==> src/rtl/alu_pkg.sv <==
// Shared types and constants for the ALU result stage.
// Optional feature macro: ALU_STICKY_OVF_EN (sticky overflow in the PSR).
package alu_pkg;

  localparam int ALU_WIDTH = 8;
  localparam int TAG_W     = 3;

  localparam int FLG_N = 3;
  localparam int FLG_Z = 2;
  localparam int FLG_C = 1;
  localparam int FLG_V = 0;

  typedef logic [3:0] alu_flags_t;

  typedef enum logic [1:0] {
    EMPTY = 2'd0,
    ONE   = 2'd1,
    TWO   = 2'd2
  } stage_state_t;

endpackage

==> src/rtl/alu_result_stage_if.sv <==
// Handshake bundle between adder, result stage and writeback.
// Optional feature macro: ALU_STICKY_OVF_EN (not used here).
interface alu_result_stage_if
  import alu_pkg::*;
#(
  parameter int WIDTH = ALU_WIDTH,
  parameter int TAG_W = alu_pkg::TAG_W
);

  logic             in_valid;
  logic             in_ready;
  logic [WIDTH-1:0] in_s;
  logic             in_carry;
  logic             in_overflow;
  logic [TAG_W-1:0] in_dst;

  logic             out_valid;
  logic             out_ready;
  logic [WIDTH-1:0] out_result;
  logic [TAG_W-1:0] out_dst;
  alu_flags_t       out_flags;

  modport master (
    output in_valid, in_s, in_carry,
    output in_overflow, in_dst,
    input  in_ready,
    input  out_valid, out_result,
    input  out_dst, out_flags,
    output out_ready
  );

  modport slave (
    input  in_valid, in_s, in_carry,
    input  in_overflow, in_dst,
    output in_ready,
    output out_valid, out_result,
    output out_dst, out_flags,
    input  out_ready
  );

endinterface

==> src/rtl/alu_flag_gen.sv <==
// Derives N/Z/C/V from an adder result; purely combinational.
// Optional feature macro: ALU_STICKY_OVF_EN (not used here).
module alu_flag_gen
  import alu_pkg::*;
#(
  parameter int WIDTH = ALU_WIDTH
) (
  input  logic [WIDTH-1:0] s,
  input  logic             carry,
  input  logic             overflow,
  output alu_flags_t       flags
);

  always_comb begin
    flags        = '0;
    flags[FLG_N] = s[WIDTH-1];
    flags[FLG_Z] = (s == '0);
    flags[FLG_C] = carry;
    flags[FLG_V] = overflow;
  end

endmodule

==> src/rtl/alu_result_stage.sv <==
// Two-entry skid buffer between adder and writeback; owns the PSR.
// Optional feature macro: ALU_STICKY_OVF_EN (sticky V, cleared by flag_clr).
module alu_result_stage
  import alu_pkg::*;
#(
  parameter int WIDTH = ALU_WIDTH,
  parameter int TAG_W = alu_pkg::TAG_W
) (
  input  logic               clk,
  input  logic               rst_n,
  alu_result_stage_if.slave  bus,
  input  logic               flag_clr,
  output alu_flags_t         psr,
  output logic [1:0]         occupancy
);

  typedef struct packed {
    logic [WIDTH-1:0] res;
    logic [TAG_W-1:0] dst;
    alu_flags_t       flags;
  } entry_t;

  stage_state_t state_q, state_d;
  entry_t       head_q, skid_q, new_e;
  alu_flags_t   new_flags;
  logic         push, pop;

  alu_flag_gen #(.WIDTH(WIDTH)) u_flag_gen (
    .s        (bus.in_s),
    .carry    (bus.in_carry),
    .overflow (bus.in_overflow),
    .flags    (new_flags)
  );

  assign new_e = '{res: bus.in_s, dst: bus.in_dst,
                   flags: new_flags};

  // Both handshake outputs depend only on the state register.
  assign bus.in_ready  = (state_q != TWO);
  assign bus.out_valid = (state_q != EMPTY);
  assign push = bus.in_valid & bus.in_ready;
  assign pop  = bus.out_valid & bus.out_ready;

  assign bus.out_result = head_q.res;
  assign bus.out_dst    = head_q.dst;
  assign bus.out_flags  = head_q.flags;

  always_ff @(posedge clk or negedge rst_n) begin
    if (!rst_n) state_q <= EMPTY;
    else        state_q <= state_d;
  end

  always_comb begin
    state_d   = state_q;
    occupancy = 2'd0;
    unique case (state_q)
      EMPTY: begin
        occupancy = 2'd0;
        if (push) state_d = ONE;
      end
      ONE: begin
        occupancy = 2'd1;
        if (push && !pop)      state_d = TWO;
        else if (pop && !push) state_d = EMPTY;
      end
      TWO: begin
        occupancy = 2'd2;
        if (pop) state_d = ONE;
      end
      default: state_d = EMPTY;
    endcase
  end

  always_ff @(posedge clk or negedge rst_n) begin
    if (!rst_n) begin
      head_q <= '0;
      skid_q <= '0;
    end else begin
      unique case (state_q)
        EMPTY: if (push) head_q <= new_e;
        ONE: begin
          if (push && pop)  head_q <= new_e;
          else if (push)    skid_q <= new_e;
        end
        TWO: if (pop) head_q <= skid_q;
        default: ;
      endcase
    end
  end

`ifdef ALU_STICKY_OVF_EN
  always_ff @(posedge clk or negedge rst_n) begin
    if (!rst_n) begin
      psr <= '0;
    end else if (pop) begin
      psr[FLG_N] <= head_q.flags[FLG_N];
      psr[FLG_Z] <= head_q.flags[FLG_Z];
      psr[FLG_C] <= head_q.flags[FLG_C];
      psr[FLG_V] <= (flag_clr ? 1'b0 : psr[FLG_V])
                  | head_q.flags[FLG_V];
    end else if (flag_clr) begin
      psr[FLG_V] <= 1'b0;
    end
  end
`else
  logic unused_flag_clr;
  assign unused_flag_clr = flag_clr;

  always_ff @(posedge clk or negedge rst_n) begin
    if (!rst_n)   psr <= '0;
    else if (pop) psr <= head_q.flags;
  end
`endif

endmodule
==> src/flat_wrapper.sv <==
// flat-port wrapper written by rule: the top's interface ports become plain ports
module alu_result_stage_flat import alu_pkg::*;
#(
  parameter int WIDTH = ALU_WIDTH,
  parameter int TAG_W = alu_pkg::TAG_W
)
  (clk, rst_n, flag_clr, psr, occupancy, bus_in_valid, bus_in_s, bus_in_carry, bus_in_overflow, bus_in_dst, bus_in_ready, bus_out_valid, bus_out_result, bus_out_dst, bus_out_flags, bus_out_ready);
  alu_result_stage_if #(.WIDTH(WIDTH), .TAG_W(TAG_W)) bus_i ();
  input  logic clk;
  input  logic rst_n;
  input  logic flag_clr;
  output alu_flags_t psr;
  output logic [1:0] occupancy;
  input wire logic [$bits(bus_i.in_valid)-1:0] bus_in_valid;
  input wire logic [$bits(bus_i.in_s)-1:0] bus_in_s;
  input wire logic [$bits(bus_i.in_carry)-1:0] bus_in_carry;
  input wire logic [$bits(bus_i.in_overflow)-1:0] bus_in_overflow;
  input wire logic [$bits(bus_i.in_dst)-1:0] bus_in_dst;
  output wire logic [$bits(bus_i.in_ready)-1:0] bus_in_ready;
  output wire logic [$bits(bus_i.out_valid)-1:0] bus_out_valid;
  output wire logic [$bits(bus_i.out_result)-1:0] bus_out_result;
  output wire logic [$bits(bus_i.out_dst)-1:0] bus_out_dst;
  output wire logic [$bits(bus_i.out_flags)-1:0] bus_out_flags;
  input wire logic [$bits(bus_i.out_ready)-1:0] bus_out_ready;
  assign bus_i.in_valid = bus_in_valid;
  assign bus_i.in_s = bus_in_s;
  assign bus_i.in_carry = bus_in_carry;
  assign bus_i.in_overflow = bus_in_overflow;
  assign bus_i.in_dst = bus_in_dst;
  assign bus_in_ready = bus_i.in_ready;
  assign bus_out_valid = bus_i.out_valid;
  assign bus_out_result = bus_i.out_result;
  assign bus_out_dst = bus_i.out_dst;
  assign bus_out_flags = bus_i.out_flags;
  assign bus_i.out_ready = bus_out_ready;
  alu_result_stage #(.WIDTH(WIDTH), .TAG_W(TAG_W)) u_core (.clk(clk), .rst_n(rst_n), .bus(bus_i), .flag_clr(flag_clr), .psr(psr), .occupancy(occupancy));
endmodule
==> config.mk <==
export PLATFORM = sky130hd
export DESIGN_NAME = alu_result_stage_flat
export DESIGN_NICKNAME = d
export VERILOG_FILES = /design/src/rtl/alu_pkg.sv /design/src/rtl/alu_result_stage_if.sv /design/src/rtl/alu_flag_gen.sv /design/src/rtl/alu_result_stage.sv /design/src/flat_wrapper.sv
export SDC_FILE = /design/constraint.sdc
export NUM_CORES = 1
export LEC_CHECK = 0
export ABC_AREA = 1
export CAP_MARGIN = 20
export CORE_UTILIZATION = 48
export CTS_CLUSTER_SIZE = 14
export DETAILED_ROUTE_END_ITERATION = 16
export MAX_ROUTING_LAYER = met4
export PLACE_DENSITY = 0.82
export SYNTH_ARGS = -nofsm -noshare
export SYNTH_HDL_FRONTEND = slang
export SYNTH_SLANG_ARGS = --single-unit
==> constraint.sdc <==
create_clock -name clk -period 1.3 [get_ports clk]
set_input_delay 0.26 -clock clk [delete_from_list [all_inputs] [get_ports clk]]
set_output_delay 0.26 -clock clk [all_outputs]
set_load 0.005 [all_outputs]
==> flow_summary.ini <==
[synthesis]
synth_cells = 198
syn_nets = 216
yosys.area_share.xor_xnor = 0
synth_compound_area_frac = 0.0974
synthMuxAreaShare = 0
synth_fa_ha_area_frac = 0
synth_area_mm2 = 0.00162
ys_seq_area_frac = 0.526
synth_simple_gate_area_frac = 0.265
yosysWarnings = 0
ys_types = 17
avgSynthCellArea_um2 = 8.17
ys_seq_elements = 34
synth_top_family_by_area = simple AND/OR/NAND/NOR gates

[timing]
relSlewSlack = 0.797
fin_worst_skew_ns = 0.0139
setup_ws_ns = -0.169
tns_ns = -2.40
min_period_over_period = 1.13
rsz0062_at_grt = true
slew_viol_final = 0
worstMarginPinSlew_ns = 0.301
fmax_ghz = 0.681
fin_crit_ns = 1.47
hold_viol = 0
setup_viol = 28

[detailed_routing]
drtPass1Iterations = 5
drc = 0
drt_wl_total_mm = 4.75
vias = 1642
drt_iter0_markers = 122
viasPerCell = 5.12
drtAntennaViolNets = 0
wl_per_cell_um = 14.8

[worst_hold_path]
hold_class = input port to asynchronous set/reset pin

[cts]
cts_buffer_depth = 2
cts_tree = built
numCtsBuffers = 5
cts_max_level = 2
insertion_delay_ns = 0.35
clk_pin_slew_ns = 0.11
cts-root-buf = clkbuf_4
cts_sinks = 34
cts_hold_buf = 0

[grt]
grt_use_total = 0.243
grt_pass1_vias = 1380
grt_max_degree = 35
overflow = 0
grt_pass1_wl_mm = 6.09
grt_antenna_before_repair = 0

[power_and_ir_drop]
sw_frac_of_total = 0.391
pwr-share-seq = 0.328
vdd_drop_max_mv = 0.982
power_frac_comb = 0.554
p_int_w = 0.00329
powerDensity_mw_per_mm2 = 2100
leakagePower_nw = 1.42
clock_power_share = 0.118
switchingPower_w = 0.00211
total_power_w = 0.00540

[floorplan]
die_y_um = 60.1
rows = 20
core_area_mm2 = 0.00313
dieArea_mm2 = 0.00361
num_io_pins = 41
start_util = 0.517
fp.dieW_um = 60.1

[placement]
gp_congestion = 0.803
dpl_cell_area_mm2 = 0.00213
hpwlAfterDp_mm = 2.36
portBuffers = 39

[cells_and_area]
antennaDiodeCount = 0
area_delta_synth_final_pct = 59.0
fin_util = 0.822
drive_above_1_share = 0.332
design_area_mm2 = 0.00257
nets = 294

[critical_path]
worstPathRequired_ns = 1.54
crit_type = flip-flop to flip-flop
cp_data_arrival_time_ns = 1.71
critical_path_peak_fanout = 6
start_kind = flip-flop
end_kind = flip-flop

[run_status]
violations = negative setup slack
status = complete, but fails checks

[flow_run]
cap_violations = 0
## critical path: stages (launching register included)
cell and delay, ns:
dfrtp_1 0.43, buf_6 0.13, inv_4 0.05, buf_6 0.09
buf_4 0.12, nand2_4 0.06, nand2_4 0.08, nand2_8 0.10
clkbuf_16 0.17, nand2_2 0.06, nand2_1 0.07
## final timing paths
| path | start | endpoint | slack [ns] | cells past startpoint |
|---|---|---|---|---|
| worst min register to register | u_core.bus.out_dst[0]$_DFFE_PN0P_ | u_core.bus.out_dst[0]$_DFFE_PN0P_ | 0.49 | 2 |
| min in group clk | u_core.bus.out_dst[0]$_DFFE_PN0P_ | u_core.bus.out_dst[0]$_DFFE_PN0P_ | 0.49 | 2 |
| worst max register to register | u_core.state_q[1]$_DFFE_PN0P_ | u_core.bus.out_result[6]$_DFFE_PN0P_ | -0.17 | 10 |
| worst min-delay path | rst_n | u_core.bus.out_flags[3]$_DFFE_PN0P_ | 0.26 | 2 |
| max in group asynchronous | rst_n | u_core.skid_q[7]$_DFFE_PN0P_ | 0.86 | 2 |
| worst max-delay path | u_core.state_q[1]$_DFFE_PN0P_ | u_core.bus.out_result[6]$_DFFE_PN0P_ | -0.17 | 10 |
## flip-flops by register name, summed over array words and instances, names as in the netlist
name,flops
u_core.bus.out_result,7
u_core.bus.out_dst,3
u_core.skid_q,14
u_core.psr,4
u_core.bus.out_flags,4
u_core.state_q,2
## per-layer routing
metal	GRT usage	share of wire	vias up
met1	0.310	0.41	781
met3	0.0519	0.060	13
met4	0.0797	0.024	0
met2	0.387	0.50	86
met5	-	0	-
li1	-	-	762
## power groups by stage
| stage | Sequential, W | Combinational (W) | Clock [W] |
|---|---|---|---|
| after floorplan | 0.00179 | 0.00116 | 0 |
| after global placement | 0.00177 | 0.00214 | 0 |
| final | 0.00177 | 0.00299 | 0.000636 |
| after detailed placement | 0.00178 | 0.00221 | 0 |
| after global routing | 0.00182 | 0.00323 | 0.000681 |
| after CTS | 0.00174 | 0.00248 | 0.000620 |
## area by class of cell
cell class	count	area [µm²]
Timing Repair Buffer	75	713
Inverter	22	105
Timing Repair inverter	4	60.1
Multi-Input combinational cell	134	728
Clock buffer	7	55.1
Tap cell	44	55.1
Fill cell	195	556
Clock inverter	1	5.00
Sequential cell	34	851
## synth_stat cells (all sizes together)
cell	n	share of area
inv	22	0.054
buf	8	0.058
a21oi	1	0.0031
o21ai	29	0.094
dfrtp	34	0.53
nand2	93	0.23
nor2	7	0.016
nand3	4	0.020
## placed cells by master, fill, tap and decap left out, types with 2 or more instances in the layout
master           Yosys  final
buf_12               0      3
buf_4                1     27
buf_6                5      9
clkbuf_4             0      5
clkdlybuf4s50_1      0     16
clkinv_8             0      4
dfrtp_1             34     34
dlygate4sd2_1        0     17
inv_1               17     16
inv_2                3      3
inv_8                0      2
nand2_1             87     67
nand2_2              5     12
nand2_4              1     13
nand3_1              3      3
nor2_1               7      7
o21ai_0              8      6
o21ai_1             19     16
o21ai_2              2      7
## timing repair
| item | 4_1_cts | 5_1_grt |
|---|---|---|
| endpoints found under the setup margin | 29 | 40 |
| hold endpoints to repair | 0 | 0 |
| cloned | 1 | 4 |
| gates resized for setup | 57 | 48 |
| buffers inserted | 15 | 4 |
| pin swaps | 4 | 2 |
## through the flow
stage | instances | hold slack (ns) | setup slack [ns]
after global placement | 291 | 0.457 | -0.111
after floorplan | 198 | -0.0356 | 0.226
after CTS | 314 | 0.278 | -0.156
after global routing | 321 | 0.302 | -0.225
final | 321 | 0.263 | -0.169
after detailed placement | 291 | 0.465 | -0.128
## kinds of logic (layout without fill, tap and decap cells)
logic type | Yosys count | in the layout
DFF | 34 | 34
AOI/OAI and AO/OA | 30 | 30
buffers and inverters | 30 | 109
and+or+nand+nor | 104 | 104
Note: power is estimated with default switching activity, not from simulation.
